<file path="src/rtl/regfile_scanner.sv">
// regfile_scanner: debug-side sweeper of the cpu register-file read port.
// Walks registers 0..15 over the request/grant handshake, captures each value
// into a shadow array, presents shadow[sel] and flags registers whose grant
// timed out. Optional memory-write snoop is compiled in when the macro
// REGSCAN_MEMSNOOP_EN is defined; otherwise its outputs are tied to 0.
module regfile_scanner #(
   parameter int unsigned TIMEOUT = 15  // cycles in REQ without grant before skipping (1..255)
) (
   input  logic        CLK,
   input  logic        RST,
   input  logic        scan_en,
   input  logic [3:0]  sel,
   input  logic        cpuout_regfile_grant,
   input  logic [15:0] cpuout_regfile_rd,
   input  logic        cpuout_memupdate,
   input  logic [7:0]  cpuout_memaddr,
   input  logic [15:0] cpuout_memdata,
   output logic        cpuin_regfile_request,
   output logic [3:0]  cpuin_regfile_ra,
   output logic [15:0] shadow_rd,
   output logic [15:0] stale_mask,
   output logic        sweep_done,
   output logic [7:0]  sweep_count,
   output logic [7:0]  last_memaddr,
   output logic [15:0] last_memdata,
   output logic [7:0]  memwr_count
);

   typedef enum logic [1:0] {
      IDLE = 2'd0,
      REQ  = 2'd1,
      GAP  = 2'd2
   } state_t;

   localparam logic [7:0] WAIT_LAST = 8'(TIMEOUT - 1);

   state_t      state, state_next;
   logic [3:0]  idx, idx_next;
   logic [7:0]  wait_cnt, wait_next;
   logic        capture;
   logic        timed_out;
   logic [15:0] shadow [16];

   // Next-state logic: handshake sequencing, timeout detection, index advance.
   always_comb begin
      // NOTE: every signal gets a default first so no path leaves it unassigned (no latch).
      state_next = state;
      idx_next   = idx;
      wait_next  = wait_cnt;
      capture    = 1'b0;
      timed_out  = 1'b0;
      case (state)
         IDLE: begin
            if (scan_en) state_next = REQ;
         end
         REQ: begin
            // Grant takes priority over a timeout landing on the same edge.
            if (cpuout_regfile_grant) begin
               capture = 1'b1;
            end else if (wait_cnt == WAIT_LAST) begin
               timed_out = 1'b1;
            end else begin
               wait_next = wait_cnt + 8'd1;
            end
            if (capture || timed_out) begin
               state_next = GAP;
               idx_next   = idx + 4'd1;
               wait_next  = 8'd0;
            end
         end
         GAP: begin
            // One released cycle guarantees the cpu observes request low.
            state_next = scan_en ? REQ : IDLE;
         end
         default: state_next = IDLE;
      endcase
   end

   // FSM state, register index and wait counter.
   always_ff @(posedge CLK) begin
      // NOTE: non-blocking assignments so every flop samples pre-edge values.
      if (RST) begin
         state    <= IDLE;
         idx      <= 4'd0;
         wait_cnt <= 8'd0;
      end else begin
         state    <= state_next;
         idx      <= idx_next;
         wait_cnt <= wait_next;
      end
   end

   // Registered handshake outputs, stale flags and sweep bookkeeping.
   always_ff @(posedge CLK) begin
      if (RST) begin
         cpuin_regfile_request <= 1'b0;
         cpuin_regfile_ra      <= 4'd0;
         stale_mask            <= 16'd0;
         sweep_done            <= 1'b0;
         sweep_count           <= 8'd0;
      end else begin
         cpuin_regfile_request <= (state_next == REQ);
         cpuin_regfile_ra      <= idx_next;
         if (capture)   stale_mask[idx] <= 1'b0;
         if (timed_out) stale_mask[idx] <= 1'b1;
         sweep_done <= (capture || timed_out) && (idx == 4'd15);
         if ((capture || timed_out) && (idx == 4'd15)) sweep_count <= sweep_count + 8'd1;
      end
   end

   // Shadow array capture on grant.
   always_ff @(posedge CLK) begin
      // NOTE: the shadow array is reset because the display must read 0 after reset, not stale data.
      if (RST) begin
         for (int i = 0; i < 16; i++) shadow[i] <= 16'd0;
      end else if (capture) begin
         shadow[idx] <= cpuout_regfile_rd;
      end
   end

   // Display read port: no bypass, a fresh capture shows up one edge later.
   always_ff @(posedge CLK) begin
      if (RST) shadow_rd <= 16'd0;
      else     shadow_rd <= shadow[sel];
   end

`ifdef REGSCAN_MEMSNOOP_EN
   // Memory-write snoop, independent of the sweep FSM and of scan_en.
   always_ff @(posedge CLK) begin
      if (RST) begin
         last_memaddr <= 8'd0;
         last_memdata <= 16'd0;
         memwr_count  <= 8'd0;
      end else if (cpuout_memupdate) begin
         last_memaddr <= cpuout_memaddr;
         last_memdata <= cpuout_memdata;
         memwr_count  <= memwr_count + 8'd1;
      end
   end
`else
   // Snoop not built: outputs held at 0, inputs intentionally unused.
   logic unused_snoop;
   assign unused_snoop = ^{cpuout_memupdate, cpuout_memaddr, cpuout_memdata};
   assign last_memaddr = 8'd0;
   assign last_memdata = 16'd0;
   assign memwr_count  = 8'd0;
`endif

endmodule

</file>
<file path="config.mk">
export PLATFORM = sky130hd
export DESIGN_NAME = regfile_scanner
export DESIGN_NICKNAME = d
export VERILOG_FILES = /design/src/rtl/regfile_scanner.sv
export SDC_FILE = /design/constraint.sdc
export NUM_CORES = 1
export LEC_CHECK = 0
export CORE_MARGIN = 10
export CORE_UTILIZATION = 45
export CTS_CLUSTER_SIZE = 28
export DETAILED_ROUTE_END_ITERATION = 12
export PLACE_DENSITY_LB_ADDON = 0.15
export SKIP_LAST_GASP = 1
export SYNTH_ARGS = -nofsm -noshare
export SYNTH_HDL_FRONTEND = slang
export SYNTH_SLANG_ARGS = --single-unit
</file>
<file path="constraint.sdc">
create_clock -name CLK -period 3.86 [get_ports CLK]
set_input_delay 0.772 -clock CLK [delete_from_list [all_inputs] [get_ports CLK]]
set_output_delay 0.772 -clock CLK [all_outputs]
set_load 0.02 [all_outputs]
</file>
==> impl_metrics.env, run 1 <==
export IMPL_worst_pin_slew_ns=0.876
export IMPL_yosys_warnings=0
export IMPL_power_switching_w=0.00168
export IMPL_fp_dieH_um=198
export IMPL_grt_pass1_wl_mm=52.3
export IMPL_cts_max_level=2
export IMPL_worst_setup_path_end_kind="output port"
export IMPL_final_setup_viol_count=0
export IMPL_cp_buffers_inverters=1
export IMPL_async_flop_share=0
export IMPL_insertion_delay_ns=0.52
export IMPL_io_buffers=69
export IMPL_worstPathMaxFanout=12
export IMPL_core_area_um2=31400
export IMPL_place_congestion=0.745
export IMPL_yosysMostFrequentCell="and2_1"
export IMPL_hold_path_startpoint="sweep_count[7]$_SDFFE_PP0P_"
export IMPL_synth_largest_area_cell="edfxtp_1"
export IMPL_vias=8607
export IMPL_max_cap_violations=0
export IMPL_drt_drc_violations_left=0
export IMPL_holdPathEnd="sweep_count[7]$_SDFFE_PP0P_"
export IMPL_clk_pin_slew_ns=0.06
export IMPL_viasPerCell=5.33
export IMPL_antenna_found_initial=0
export IMPL_fp_row_count=65
export IMPL_synth_top_area_frac=0.540
export IMPL_worstPathCellList="clkdlybuf4s50_1"
export IMPL_pwr_share_comb=0.070
export IMPL_power_frac_seq=0.502
export IMPL_drv_slew=0
export IMPL_grtUsageTotal=0.173
export IMPL_synth_seq_cells=312
export IMPL_wl_mm=33.8
export IMPL_cts_setup_buffers=0
export IMPL_min_delay_path_depth=2
export IMPL_grt_pass1_vias=8856
export IMPL_use_met1=0.229
export IMPL_syn_to_final_growth_pct=15.6
export IMPL_rsz0062_at_grt="false"
export IMPL_slowest_stage="clkdlybuf4s50_1"
export IMPL_tritoncts="built"
export IMPL_crit_family="buffers and inverters"
export IMPL_avgSynthCellArea_um2=12.7
export IMPL_cts_made_buffers=35
export IMPL_dpl_cell_count=1553
export IMPL_swShare=0.223
export IMPL_synth_area_um2=14200
export IMPL_synth_distinct_cells=44
export IMPL_dpl_hpwl_mm=21.5
export IMPL_r2r_start="cpuin_regfile_ra[0]$_SDFFE_PP0P_"
export IMPL_p_int_w=0.00584
export IMPL_max_stage_delay_ns=0.71
export IMPL_reg2reg_depth=5
export IMPL_arrival_ns=1.79
export IMPL_synthTopCellsByArea="edfxtp_1 (54%), and2_1 (11%), dfxtp_1 (7.9%), mux2i_1 (6.6%), mux4_2 (2.7%)"
export IMPL_cts_hold_buf=0
export IMPL_wl_per_cell_um=21.0
export IMPL_synth_edff_count=256
export IMPL_post_route_period_util=0.663
export IMPL_slew_headroom=0.412
export IMPL_cts_sinks=312
export IMPL_grt_max_degree=51
export IMPL_dr_first_iter_drc_count=557
export IMPL_ir_worst_vdd_uv=320
export IMPL_cts_root_buf="clkbuf_16"
export IMPL_p_leak_nw=6.25
export IMPL_synthFlopType="edfxtp_1"
export IMPL_postRouteAntennaNets=0
export IMPL_timing_rr_end="sweep_count[4]$_SDFFE_PP0P_"
export IMPL_final_hold_violation_count=0
export IMPL_ys_seq_area_frac=0.618
export IMPL_critPathKind="register to output port"
export IMPL_synth_commonest_cells="and2_1 (257), edfxtp_1 (256), mux2i_1 (94), clkbuf_1 (68), dfxtp_1 (56)"
export IMPL_holdCritPathClass="register to register"
export IMPL_fin_hold_ws_ns=0.489
export IMPL_layout_drive_gt1_share=0.0989
export IMPL_clkPwrFrac=0.428
export IMPL_nets=1244
export IMPL_fp_dieArea_um2=39200
export IMPL_grtUsageMet2=0.285
export IMPL_io_pins=127
export IMPL_final_cells=1615
export IMPL_status="finished clean"
export IMPL_cts_path_max_buffers=3
export IMPL_r2r_setup_slack_ns=1.44
export IMPL_use_met3=0.0326
export IMPL_netlist_instances=1120
export IMPL_start_util=0.454
export IMPL_detail_route_first_pass_iterations=5
export IMPL_skew_ns=0.0193
export IMPL_power_density_nw_per_um2=457
export IMPL_cts_resized=0
export IMPL_fmax_mhz=391
export IMPL_die_w_um=198
export IMPL_start_kind="register"
export IMPL_top_usage_layer="met2"
export IMPL_grt_overflow_total=0
export IMPL_fin_crit_ns=2.56
export IMPL_crit_required_ns=3.09
export IMPL_insertedDiodeCount=0
export IMPL_tns_ns=0
## stage by stage
step | setup slack [ns] | util | area (µm²) | total power (W)
final | 1.30 | 0.524 | 16500 | 0.00752
after global routing | 1.22 | 0.524 | 16500 | 0.00777
after CTS | 1.29 | 0.524 | 16500 | 0.00759
after detailed placement | 0.855 | 0.489 | 15400 | 0.00438
after global placement | 0.879 | 0.489 | 15400 | 0.00437
after floorplan | 1.55 | - | 14400 | 0.00418
## layout make-up
type / count / area (µm²)
Timing Repair Buffer: 116 / 1060
Multi-Input combinational cell: 717 / 4960
Inverter: 6 / 22.5
Clock inverter: 18 / 171
Fill cell: 2695 / 14900
Sequential cell: 312 / 8810
Clock buffer: 44 / 931
Tap cell: 402 / 503
## worst max-delay path by stage
stage / start / cells after the start / slack [ns] / to
after floorplan: cpuin_regfile_ra[1]$_SDFFE_PP0P_ / 4 / 1.55 / shadow[14][0]$_SDFFCE_PN0P_
after global placement: cpuout_regfile_grant / 3 / 0.88 / shadow[15][10]$_SDFFCE_PN0P_
after detailed placement: cpuout_regfile_grant / 3 / 0.85 / shadow[15][10]$_SDFFCE_PN0P_
after CTS: cpuin_regfile_ra[2]$_SDFFE_PP0P_ / 1 / 1.29 / cpuin_regfile_ra[2]
after global routing: cpuin_regfile_ra[2]$_SDFFE_PP0P_ / 1 / 1.22 / cpuin_regfile_ra[2]
final: cpuin_regfile_ra[2]$_SDFFE_PP0P_ / 1 / 1.30 / cpuin_regfile_ra[2]
## flip-flops by register name, summed over array words and instances (netlist names)
| register | flops |
|---|---|
| cpuin_regfile_request | 1 |
| sweep_count | 8 |
| wait_cnt | 8 |
| shadow | 256 |
| cpuin_regfile_ra | 4 |
| stale_mask | 16 |
| shadow_rd | 16 |
| sweep_done | 1 |
| state | 2 |
## kinds of logic (layout without fill, tap and decap cells)
logic type,after synthesis,count (layout),synth area share
AOI/OAI and AO/OA,102,102,0.0512
xor gates and xnor gates,6,6,0.00369
adders and majority gates,7,7,0.00615
buffers and inverters,122,184,0.0420
DFF,312,312,0.618
muxes,112,112,0.0937
other,1,32,0.000263
and+or+nand+nor,458,458,0.184
## layout by cell type, fill, tap and decap left out, types with 12 or more instances in the layout
cell / count
a32oi_1: 12
edfxtp_1: 256
nand3_1: 54
a21oi_1: 17
conb_1: 32
and2_1: 257
nand2_1: 36
buf_4: 45
nand2b_1: 32
nor2_1: 38
clkdlybuf4s50_1: 67
mux2i_1: 94
a22oi_1: 47
mux4_2: 17
clkbuf_16: 36
dfxtp_1: 56
## per-layer routing
metal,vias up,share of wire,routed length (µm)
met3,41,0.048,1630
met2,207,0.48,16100
met5,-,0,0
met1,4270,0.46,15400
met4,0,0.020,677
li1,4089,-,-
## power groups by stage
stage          Combinational [W]  Clock [W]  Sequential (W)
6_report                0.000525    0.00322         0.00378
3_5_place_dp            0.000531          0         0.00385
3_3_place_gp            0.000529          0         0.00384
5_1_grt                 0.000566    0.00342         0.00379
4_1_cts                 0.000532    0.00328         0.00378
2_1_floorplan           0.000320          0         0.00386
Note: power is estimated with default switching activity, not from simulation.
==> run 2, diff against run 1 <==
- clock period: 3.86 -> 2.4 ns (I/O delays scaled with it)
==> impl_metrics.env, run 2 (same netlist as run 1, synthesis figures left out) <==
export IMPL_postRouteAntennaNets=0
export IMPL_nets=1258
export IMPL_dpl_cell_count=1567
export IMPL_power_frac_seq=0.504
export IMPL_fill_cells=2635
export IMPL_detail_route_first_pass_iterations=4
export IMPL_cp_buffers_inverters=2
export IMPL_insertion_delay_ns=0.51
export IMPL_crit_family="simple AND/OR/NAND/NOR gates"
export IMPL_grt_pass1_vias=8694
export IMPL_drv_slew=0
export IMPL_final_hold_violation_count=0
export IMPL_swShare=0.222
export IMPL_fp_row_count=65
export IMPL_wl_per_cell_um=20.4
export IMPL_grt_max_degree=62
export IMPL_core_area_um2=31400
export IMPL_antenna_found_initial=0
export IMPL_arrival_ns=2.55
export IMPL_grt_overflow_total=0
export IMPL_worst_setup_path_end_kind="register"
export IMPL_slowest_stage="nor2_1"
export IMPL_cts_path_max_buffers=3
export IMPL_insertedDiodeCount=0
export IMPL_layout_drive_gt1_share=0.110
export IMPL_fp_dieH_um=198
export IMPL_max_stage_delay_ns=0.89
export IMPL_post_route_period_util=0.910
export IMPL_rsz0062_at_grt="false"
export IMPL_worstPathCellList="inv_1, ha_1, buf_4, nand2_1, nor2_1, and2_1"
export IMPL_clkPwrFrac=0.420
export IMPL_fmax_mhz=458
export IMPL_cts_made_buffers=35
export IMPL_dpl_hpwl_mm=21.7
export IMPL_grt_pass1_wl_mm=51.2
export IMPL_power_switching_w=0.00268
export IMPL_seq_area_um2=8810
export IMPL_grtUsageTotal=0.170
export IMPL_status="finished clean"
export IMPL_cts_setup_buffers=0
export IMPL_holdCritPathClass="register to register"
export IMPL_critPathKind="register to register"
export IMPL_fin_crit_ns=2.18
export IMPL_top_register="shadow"
export IMPL_crit_required_ns=2.77
export IMPL_die_w_um=198
export IMPL_clk_pin_slew_ns=0.06
export IMPL_skew_ns=0.0145
export IMPL_ir_worst_vdd_uv=450
export IMPL_final_setup_viol_count=0
export IMPL_place_congestion=0.769
export IMPL_slew_headroom=0.190
export IMPL_fin_hold_ws_ns=0.480
export IMPL_final_cells=1630
export IMPL_mostFrequentLayoutCells="and2_1 (257), edfxtp_1 (256), mux2i_1 (94)"
export IMPL_multiInputGateArea_um2=4970
export IMPL_io_pins=127
export IMPL_vias=8589
export IMPL_cts_max_level=2
export IMPL_viasPerCell=5.27
export IMPL_worst_pin_slew_ns=1.21
export IMPL_io_buffers=69
export IMPL_p_int_w=0.00937
export IMPL_largest_registers="shadow x256, shadow_rd x16, stale_mask x16"
export IMPL_postLayoutCellArea_um2=16800
export IMPL_cts_hold_buf=0
export IMPL_largest_reg_flops=256
export IMPL_pwr_share_comb=0.077
export IMPL_p_leak_nw=6.40
export IMPL_drt_drc_violations_left=0
export IMPL_tritoncts="built"
export IMPL_cts_root_buf="clkbuf_16"
export IMPL_place_area_um2=15700
export IMPL_power_density_nw_per_um2=716
export IMPL_wl_mm=33.2
export IMPL_r2r_setup_slack_ns=0.22
export IMPL_max_cap_violations=0
export IMPL_dr_first_iter_drc_count=497
export IMPL_start_kind="register"
export IMPL_fp_dieArea_um2=39200
export IMPL_worstPathMaxFanout=16
export IMPL_syn_to_final_growth_pct=18.2
export IMPL_start_util=0.454
export IMPL_cts_sinks=312
export IMPL_layout_commonest_cell="and2_1"
export IMPL_fin_util=0.536
## run 2: changes by cell type in the layout (fill, tap and decap cells not counted), sizes merged
cell / before / now
inv: 7 / 6
clkinv: 13 / 11
bufinv: 3 / 1
clkbuf: 44 / 51
clkinvlp: 1 / 0
buf: 49 / 63
## run 2: repair_timing
item                                    in CTS  in global routing
resized for setup                            0                  4
hold endpoints to repair                     0                  0
endpoints found under the setup margin       0                 39
## run 2: worst paths after layout
path	from	end	cells past startpoint
setup / recovery	cpuin_regfile_ra[0]$_SDFFE_PP0P_	shadow[0][1]$_SDFFCE_PN0P_	6
hold / removal	stale_mask[12]$_SDFF_PP0_	stale_mask[12]$_SDFF_PP0_	2
setup reg to reg	cpuin_regfile_ra[0]$_SDFFE_PP0P_	shadow[0][1]$_SDFFCE_PN0P_	6
hold reg to reg	stale_mask[12]$_SDFF_PP0_	stale_mask[12]$_SDFF_PP0_	2
## run 2: power groups by stage
| stage | Clock [W] | Sequential, W | Combinational (W) |
|---|---|---|---|
| 5_1_grt | 0.00537 | 0.00609 | 0.000994 |
| 3_5_place_dp | 0 | 0.00619 | 0.000936 |
| 3_3_place_gp | 0 | 0.00618 | 0.000931 |
| 2_1_floorplan | 0 | 0.00621 | 0.000515 |
| 4_1_cts | 0.00514 | 0.00607 | 0.000938 |
| 6_report | 0.00506 | 0.00607 | 0.000924 |
## run 2: area by class of cell
type                    count  area share
inverters                   6     0.00134
clock inverters            12     0.00453
well taps                 402      0.0299
flip-flops and latches    312       0.523
clock buffers              51      0.0593
multi-input cells         717       0.295
repair buffers            130      0.0866
## run 2: layer usage
| metal | vias to the layer above | wire [µm] | global-route usage |
|---|---|---|---|
| met5 | - | 0 | 0 |
| met2 | 154 | 16100 | 0.282 |
| met4 | 0 | 643 | 0.0467 |
| met3 | 48 | 1550 | 0.0360 |
| met1 | 4269 | 15000 | 0.220 |
| li1 | 4118 | - | - |
## run 2: worst reg2reg max path, cell delays in order (launching register included)
cell,delay [ns]
dfxtp_1,0.37
inv_1,0.13
ha_1,0.19
buf_4,0.18
nand2_1,0.06
nor2_1,0.89
and2_1,0.24
## run 2: metrics by stage
step / worst slack [ns] / total power [W] / setup TNS, ns
floorplan: 0.0868 / 0.00673 / 0
global placement: -0.177 / 0.00711 / -19.14
detailed placement: -0.207 / 0.00712 / -21.27
CTS: 0.0671 / 0.0122 / 0
global route: 0.0209 / 0.0125 / 0
finish: 0.215 / 0.0121 / 0
